`config.mk`:
```
export PLATFORM = sky130hd
export DESIGN_NAME = calc_cmd_sequencer
export DESIGN_NICKNAME = d
export VERILOG_FILES = /design/src/rtl/calc_cmd_sequencer.sv
export SDC_FILE = /design/constraint.sdc
export NUM_CORES = 1
export LEC_CHECK = 0
export CAP_MARGIN = 10
export CORE_ASPECT_RATIO = 1.1
export CORE_MARGIN = 8
export CORE_UTILIZATION = 45
export CTS_CLUSTER_DIAMETER = 100
export DETAILED_ROUTE_END_ITERATION = 8
export MAX_ROUTING_LAYER = met4
export PLACE_DENSITY = 0.74
export SYNTH_ARGS = -nofsm -noshare
export SYNTH_HDL_FRONTEND = slang
export SYNTH_SLANG_ARGS = --single-unit
```
`constraint.sdc`:
```
create_clock -name calc_clock -period 2.7 [get_ports calc_clock]
set_input_delay 0.54 -clock calc_clock [delete_from_list [all_inputs] [get_ports calc_clock]]
set_output_delay 0.54 -clock calc_clock [all_outputs]
set_load 0.02 [all_outputs]
```
`src/rtl/calc_cmd_sequencer.sv`:
```
// calc_cmd_sequencer: issue stage in front of the calculator datapath.
// Commands are queued in a small FIFO and issued one at a time. Each command
// is held stable on calc_* for two cycles (ISSUE, CAPTURE) so that the
// calculator's one-cycle registered result can be captured. The result is
// then offered on a valid/ready response channel. Unsupported opcodes
// (0, 5=DIV, 6, 7) are answered locally with rsp_err=1 and are never issued.
//
// Ports:
//   calc_clock, calc_rst        clock, synchronous active-low reset
//   cmd_valid/cmd_ready         command channel (opcode, op1, op2, sel, tag)
//   calc_opcode/op_in1/op_in2/op_in_sel   drive to calculator
//   calc_result, calc_valid_res           registered result from calculator
//   rsp_valid/rsp_ready         response channel (result, tag, err)
//   busy                        FSM not idle or FIFO non-empty
//   fifo_level                  FIFO occupancy
//   stat_done, stat_err         response / error-response counters
//
// Optional feature: define CALC_SEQ_STATS_EN to enable the saturating
// stat_done/stat_err counters; without it both ports are tied to 0.
module calc_cmd_sequencer #(
  parameter int unsigned DW    = 32,
  parameter int unsigned DEPTH = 4,
  parameter int unsigned TW    = 4
) (
  input  logic                      calc_clock,
  input  logic                      calc_rst,
  input  logic                      cmd_valid,
  output logic                      cmd_ready,
  input  logic [2:0]                cmd_opcode,
  input  logic [DW-1:0]             cmd_op1,
  input  logic [DW-1:0]             cmd_op2,
  input  logic                      cmd_sel,
  input  logic [TW-1:0]             cmd_tag,
  output logic [2:0]                calc_opcode,
  output logic [DW-1:0]             calc_op_in1,
  output logic [DW-1:0]             calc_op_in2,
  output logic                      calc_op_in_sel,
  input  logic [2*DW-1:0]           calc_result,
  input  logic                      calc_valid_res,
  output logic                      rsp_valid,
  input  logic                      rsp_ready,
  output logic [2*DW-1:0]           rsp_result,
  output logic [TW-1:0]             rsp_tag,
  output logic                      rsp_err,
  output logic                      busy,
  output logic [$clog2(DEPTH):0]    fifo_level,
  output logic [15:0]               stat_done,
  output logic [15:0]               stat_err
);

  localparam int unsigned AW = $clog2(DEPTH);
  localparam int unsigned LW = AW + 1;

  typedef enum logic [1:0] {
    S_IDLE,
    S_ISSUE,
    S_CAPTURE,
    S_RESP
  } state_t;

  typedef struct packed {
    logic [2:0]    opcode;
    logic [DW-1:0] op1;
    logic [DW-1:0] op2;
    logic          sel;
    logic [TW-1:0] tag;
  } cmd_t;

  cmd_t            mem [DEPTH];
  cmd_t            head;
  logic [AW-1:0]   wr_ptr;
  logic [AW-1:0]   rd_ptr;
  state_t          state;
  logic [TW-1:0]   tag_q;

  logic            push;
  logic            pop;
  logic            rsp_hs;
  logic            head_ok;
  logic            busy_next;
  logic [LW-1:0]   level_next;

  assign head = mem[rd_ptr];

  // Handshake decode and next occupancy; busy is registered from next-state terms.
  always_comb begin
    push       = cmd_valid && cmd_ready;
    pop        = (state == S_IDLE) && (fifo_level != '0);
    rsp_hs     = rsp_valid && rsp_ready;
    head_ok    = (head.opcode >= 3'd1) && (head.opcode <= 3'd4);
    level_next = fifo_level + LW'(push) - LW'(pop);
    busy_next  = (level_next != '0) || pop ||
                 (state == S_ISSUE) || (state == S_CAPTURE) ||
                 ((state == S_RESP) && !rsp_hs);
  end

  // FIFO storage; contents need no reset, pointers and level carry validity.
  always_ff @(posedge calc_clock) begin
    if (push) begin
      mem[wr_ptr] <= '{opcode: cmd_opcode, op1: cmd_op1, op2: cmd_op2,
                       sel: cmd_sel, tag: cmd_tag};
    end
  end

  // FIFO pointers, sequencing FSM and all registered outputs.
  always_ff @(posedge calc_clock) begin
    if (!calc_rst) begin
      wr_ptr         <= '0;
      rd_ptr         <= '0;
      fifo_level     <= '0;
      cmd_ready      <= 1'b1;
      busy           <= 1'b0;
      state          <= S_IDLE;
      tag_q          <= '0;
      calc_opcode    <= '0;
      calc_op_in1    <= '0;
      calc_op_in2    <= '0;
      calc_op_in_sel <= 1'b0;
      rsp_valid      <= 1'b0;
      rsp_result     <= '0;
      rsp_tag        <= '0;
      rsp_err        <= 1'b0;
    end else begin
      if (push) wr_ptr <= wr_ptr + AW'(1);
      if (pop)  rd_ptr <= rd_ptr + AW'(1);
      fifo_level <= level_next;
      cmd_ready  <= (level_next != LW'(DEPTH));
      busy       <= busy_next;

      case (state)
        S_IDLE: begin
          if (pop) begin
            tag_q <= head.tag;
            if (head_ok) begin
              // calc_* are loaded here so they are valid throughout ISSUE.
              calc_opcode    <= head.opcode;
              calc_op_in1    <= head.op1;
              calc_op_in2    <= head.op2;
              calc_op_in_sel <= head.sel;
              state          <= S_ISSUE;
            end else begin
              rsp_result <= '0;
              rsp_err    <= 1'b1;
              rsp_tag    <= head.tag;
              rsp_valid  <= 1'b1;
              state      <= S_RESP;
            end
          end
        end
        S_ISSUE: begin
          state <= S_CAPTURE;
        end
        S_CAPTURE: begin
          // Calculator result for the held command is valid this cycle.
          rsp_result     <= calc_result;
          rsp_err        <= !calc_valid_res;
          rsp_tag        <= tag_q;
          rsp_valid      <= 1'b1;
          calc_opcode    <= '0;
          calc_op_in1    <= '0;
          calc_op_in2    <= '0;
          calc_op_in_sel <= 1'b0;
          state          <= S_RESP;
        end
        S_RESP: begin
          if (rsp_ready) begin
            rsp_valid <= 1'b0;
            state     <= S_IDLE;
          end
        end
        default: begin
          state <= S_IDLE;
        end
      endcase
    end
  end

`ifdef CALC_SEQ_STATS_EN
  // Saturating response counters, advanced on each response handshake.
  always_ff @(posedge calc_clock) begin
    if (!calc_rst) begin
      stat_done <= '0;
      stat_err  <= '0;
    end else if (rsp_hs) begin
      if (stat_done != 16'hFFFF) stat_done <= stat_done + 16'd1;
      if (rsp_err && (stat_err != 16'hFFFF)) stat_err <= stat_err + 16'd1;
    end
  end
`else
  assign stat_done = '0;
  assign stat_err  = '0;
`endif

endmodule

```
==> Word level (Yosys, flattened, before mapping) <==
Memories as Yosys holds them, arrays and structs flattened. A register that Yosys moved wholly into a read port is not among the register bits.
Cells that the tools add are included.
{ "word_totals": {"ff_bits": 153, "latchBits": 0, "mem_bits_rw": 288, "mem_bits_ro": 0, "inputBits": 141, "elab_cells": 82, "mem_count": 1} }
{ "memory_table": {"columns": ["name", "depth", "word_bits", "read_ports", "rd_clocked_by_memory_dff", "wr", "line", "text"], "rows": [
  ["mem", 4, 72, 1, 1, 1, "69", "cmd_t mem [DEPTH];"]
]} }
{ "op_classes": {"n_addsub": 4, "mul": 0, "div_mod_pow": 0, "magnitude_cmp": 2, "eq_ne": 8, "n_shift": 0, "n_mux": 31, "n_bitwise": 0, "n_reduce_logical": 21} }
{ "op_table": {"columns": ["op", "count"], "rows": [
  ["2-to-1 mux 32 bit", 4],
  ["2-to-1 mux 64 bit", 2],
  ["case mux 32 bit (2 select lines)", 2],
  ["case mux 64 bit (2 select lines)", 1],
  ["2-to-1 mux 2 bit", 5],
  ["nonzero test 3 bit", 3],
  ["2-to-1 mux 4 bit", 2],
  ["inequality test 2 bit (second input constant)", 4],
  ["case mux 2 bit (4 select lines)", 1],
  ["case mux 4 bit (2 select lines)", 1],
  ["2-to-1 mux 1 bit", 7],
  ["2-to-1 mux 3 bit", 2],
  ["case mux 3 bit (2 select lines)", 1],
  ["AND reduction 3 bit", 2],
  ["logical AND 1 bit", 5],
  ["adder 2 x 1 -> 2 bit (second input constant)", 2],
  ["equality test 2 bit (second input constant)", 2],
  ["logical OR 1 bit", 4],
  ["case mux 1 bit (2 select lines)", 2],
  ["AND reduction 2 bit", 2],
  ["AND reduction 4 bit", 1],
  ["adder 3 x 1 -> 3 bit", 1],
  [">= comparator 3 x 1 -> 1 bit (second input constant)", 1],
  ["less-or-equal comparator 3 bit (second input constant)", 1],
  ["other kinds (7)", 8]
]} }

==> Logic depth before layout (Yosys ltp) <==
{ "logic_depth": {"ltp_word": 8, "depth_mapped": 13, "ltp_nobuf": 12} }

==> Least setup slack after synthesis <==
Ideal clock, no wire load.
{ "synth_timing": {"kind": "reg2reg", "startpoint": "register fifo_level[1]", "endpoint": "register busy", "arrival_time_ns": 2.859, "required_ns": 2.572, "path_slack_ns": -0.287, "path_stages_with_launch": 12, "n_path_buf": 1, "synth_period_minus_slack_ns": 2.987, "path_cell_list": "dfxtp_1 o31ai_1 inv_1 clkbuf_1 ha_1 inv_1 ha_1 fa_1 nor2_1 nand2_1 a2111oi_0 nor2_1"} }
{ "synth_between": {"elab_chain_len": 8, "elab_cells_between_ends": 9, "classes_between": "2 x add/sub; 7 x reduce/logical"} }
{ "synth_lines": {"columns": ["item", "line", "text"], "rows": [
  ["from (decl)", "46", "output logic [$clog2(DEPTH):0] fifo_level,"],
  ["from (signal assigned)", "126", "fifo_level <= level_next;"],
  ["nonzero test 3 bit", "88", "pop = (state == S_IDLE) && (fifo_level != '0);"],
  ["logical AND 1 bit", "88", null],
  ["via pop", "77", "logic pop;"],
  ["subtractor 3 x 1 -> 3 bit", "91", "level_next = fifo_level + LW'(push) - LW'(pop);"],
  ["via level_next[1]", "81", "logic [LW-1:0] level_next;"],
  ["nonzero test 3 bit", "92", "busy_next = (level_next != '0) || pop ||"],
  ["logical OR 1 bit (2 in series)", "92", null],
  ["logical OR 1 bit (2 in series)", "93", "(state == S_ISSUE) || (state == S_CAPTURE) ||"],
  ["to (signal assigned)", "128", "busy <= busy_next;"],
  ["to (decl)", "45", "output logic busy,"]
]} }
The timed path passes the listed nets, and every way through them passes these cells.
A chain may end at the register's enable or synchronous reset.

==> impl_metrics.yaml <==
placement:
  hpwl_mm: 24.4
  dp.cells: 1709
  placed_cell_area_um2: 19900
  gp_congestion: 0.858
  port_buffers: 283
  place_ws_ps: -232
worst_setup_path:
  crit_type: "register to register"
  crit_path_start_kind: "register"
  path_buf_inv: 0
  cp.required_ps: 3170
  cp_slowest_stage_delay_ps: 920
  cpMaxStageDelayCell: "and4_4"
  critical-path-top-delay-family: "simple AND/OR/NAND/NOR gates"
  worstSetupEndpointType: "register"
  r2r_end: "calc_op_in2[24]"
  reg2reg_depth: 4
  cp_num_cells: 4
  cp_cell_sequence: "mux4_2 -> o21ai_0 -> and4_4 -> a22o_1"
  arrival_ps: 2970
  r2r_slack_ps: 210
  critical_path.endpoint: "calc_op_in2[24]"
  cp_max_fo: 68
global_routing:
  grt_pass1_vias: 9750
  grt_pass1_wl_mm: 56.7
  grt_use_total_pct: 17.5
  grt_max_degree: 136
  overflow: 0
  antenna_found_initial: 3
floorplanning:
  die_area_um2: 42800
  start_util_pct: 45.4
  fp.dieH_um: 216
  die_width_um: 198
  io_pins: 316
  core_area_um2: 36100
  rows: 73
final_layout:
  final_core_util_pct: 59.1
  fillers: 2668
  drive_above_1_share_pct: 14.0
  layout.cells.non_filler: 1793
  nNetsFinal: 1422
  area_growth_pct: 29.9
  stdcell_area_um2: 21300
timing:
  fin_ws_ps: 205
  maxSlewHeadroom_pct: 36.4
  tightest_slew_ps: 954
  rsz0062_at_grt: "no"
  fmax_mhz: 401
  finalCritPeriodShare_pct: 92.4
  slew_violations: 0
  hold_viol: 0
  timing.final.crit_period_ps: 2490
  holdWs_ps: 453
  finClkSkew_ps: 13.9
  setup_viol: 0
flow_run:
  maxCapViolCount: 0
yosys:
  synth.avg_cell_area_um2: 16.8
  netlist_instances: 974
  synth_mux_area_share_pct: 14.1
  ys_warn_count: 0
  synth_xor_area_share_pct: 0.267
  ys_seq_elements: 443
  ys_types: 42
  synth_compound_area_share_pct: 4.65
  synthAdderAreaFrac_pct: 0.961
  synth_seq_area_share_pct: 71.7
  synth-simple-area-share_pct: 4.91
  synth_area_um2: 16400
  synth_top_family_by_area: "multiplexers"
cts:
  cts_setup_buffers: 0
  cts_resized: 0
  clk_latency_ps: 540
  hold_buffers: 0
  cts_buffer_depth: 3
  clkSinkCount: 443
  cts_tree: "done"
  htree_levels: 2
  numCtsBuffers: 45
  cts_root_buffer: "clkbuf_16"
  clkTransAtPathRegs_ps: 60
drt:
  avgRoutedWirePerCell_um: 21.0
  totalWireLength_mm: 37.6
  drt-vias-per-instance: 5.19
  first_pass_iters: 5
  ant_nets: 0
  drc: 0
  vias: 9305
  dr.first_iter.drc_count: 384
hold_path:
  hold_class: "register to register"
power_and_ir_drop:
  p_per_area_nw_per_um2: 957
  power_leakage_nw: 7.12
  vdd_drop_max_mv: 0.644
status:
  status: "finished, final reports clean"
## synth_stat cells
cell type  count  area share, %
a2111oi_0      1          0.053
a211oi_1       5           0.23
a21oi_1        5           0.15
a22o_1        69            3.7
a311oi_1       2           0.11
a311oi_2       1          0.092
a31o_2         1          0.053
a31oi_1        1          0.038
and2_1         3           0.11
and3_1         4           0.15
and4_1         1          0.053
buf_1          2          0.046
buf_2         12           0.37
buf_4         36            1.6
buf_6          2           0.14
clkbuf_1      42           0.96
clkbuf_2       1          0.030
clkinv_1       1          0.023
conb_1         1          0.023
dfxtp_1      155             19
edfxtp_1     288             53
fa_1           1           0.12
ha_1          11           0.84
inv_1          9           0.21
mux2i_1       69            4.2
mux4_2        72            9.9
nand2_1       80            1.8
nand2b_1       3           0.11
nand3_1       66            2.0
nand4_1        1          0.038
nor2_1         8           0.18
nor2b_1        1          0.038
nor3_1         2          0.061
nor4_1         5           0.19
o211a_1        1          0.061
o211ai_1       1          0.046
o21ai_0        3          0.092
o31ai_1        1          0.046
or3_4          1          0.069
or4_1          1          0.046
xnor2_1        3           0.16
xor2_1         2           0.11
## worst min-delay path, cell delays in order (launching register included)
cell	delay (ps)
dfxtp_1	300
nand2_1	50
mux2i_1	50
## metrics by stage
step                      power (mW)  TNS (ps)
after floorplan                 12.4     -22.5
after global placement          14.6      -188
after detailed placement        14.7      -232
after CTS                       20.6         0
after global routing            21.3         0
final                           20.4         0
## state kept, by name (all words and copies together) (netlist names), named ones only
signal	cells
busy	1
calc_op_in1	32
calc_op_in2	32
calc_op_in_sel	1
calc_opcode	3
cmd_ready	1
fifo_level	3
mem	288
rd_ptr	2
rsp_err	1
rsp_result	64
rsp_tag	4
rsp_valid	1
state	2
tag_q	4
wr_ptr	2
## placed cells by master, fill, tap and decap left out, drive strengths merged, types with 2 or more instances in the layout
cell type / synthesis / routed
a211oi: 5 / 5
a21oi: 5 / 5
a22o: 69 / 69
a311oi: 3 / 3
and2: 3 / 3
and3: 4 / 4
buf: 52 / 30
bufinv: 0 / 3
clkbuf: 43 / 62
clkdlybuf4s50: 0 / 282
clkinv: 1 / 12
conb: 1 / 32
dfxtp: 155 / 155
diode: 0 / 3
edfxtp: 288 / 288
ha: 11 / 11
inv: 9 / 13
mux2i: 69 / 69
mux4: 72 / 72
nand2: 80 / 80
nand2b: 3 / 3
nand3: 66 / 66
nor2: 8 / 8
nor3: 2 / 2
nor4: 5 / 5
o21ai: 3 / 3
xnor2: 3 / 3
xor2: 2 / 2
## per-layer routing
metal	track usage [%]	share of wire, %	up-vias
li1	-	-	4298
met1	20.8	40	4639
met2	28.9	49	323
met3	5.24	9.0	45
met4	4.38	1.9	0
met5	-	0	-
## how the worst min path moves through the flow
stage	from	end	slack, ps	cells after the start
final	rsp_result[3]	rsp_result[3]	450	2
after floorplan	tag_q[0]	tag_q[0]	440	2
after detailed placement	rsp_result[6]	rsp_result[6]	450	2
after global routing	rsp_result[36]	rsp_result[36]	460	2
after CTS	tag_q[0]	tag_q[0]	460	2
after global placement	rsp_result[24]	rsp_result[24]	440	2
## power by group
part           total (mW)  switching, mW  internal, mW  leakage (nW)
logic                5.74           2.99          2.75          2.53
clock network        5.91           2.45          3.46         0.688
registers            8.75          0.476          8.28          3.90
total                20.4           5.91          14.5          7.12
## area by class of cell
class / count / area, um^2 / area share (%)
inverters: 10 / 37.5 / 0.176
well taps: 487 / 609 / 2.86
multi-input cells: 457 / 4280 / 20.1
repair buffers: 312 / 3210 / 15.1
clock buffers: 62 / 1220 / 5.73
flip-flops and latches: 443 / 11800 / 55.2
clock inverters: 19 / 185 / 0.869
diodes: 3 / 7.51 / 0.0352
## logic make-up (layout without fill, tap and decap cells)
| kind of cell | after synthesis | count (layout) |
|---|---|---|
| mux | 141 | 141 |
| fa+ha+maj | 12 | 12 |
| simple gates | 176 | 176 |
| buf+inv | 105 | 403 |
| compound gates | 91 | 91 |
| flops | 443 | 443 |
| xor+xnor | 5 | 5 |
| other cells | 1 | 35 |
(Power assumes the default switching activity.)
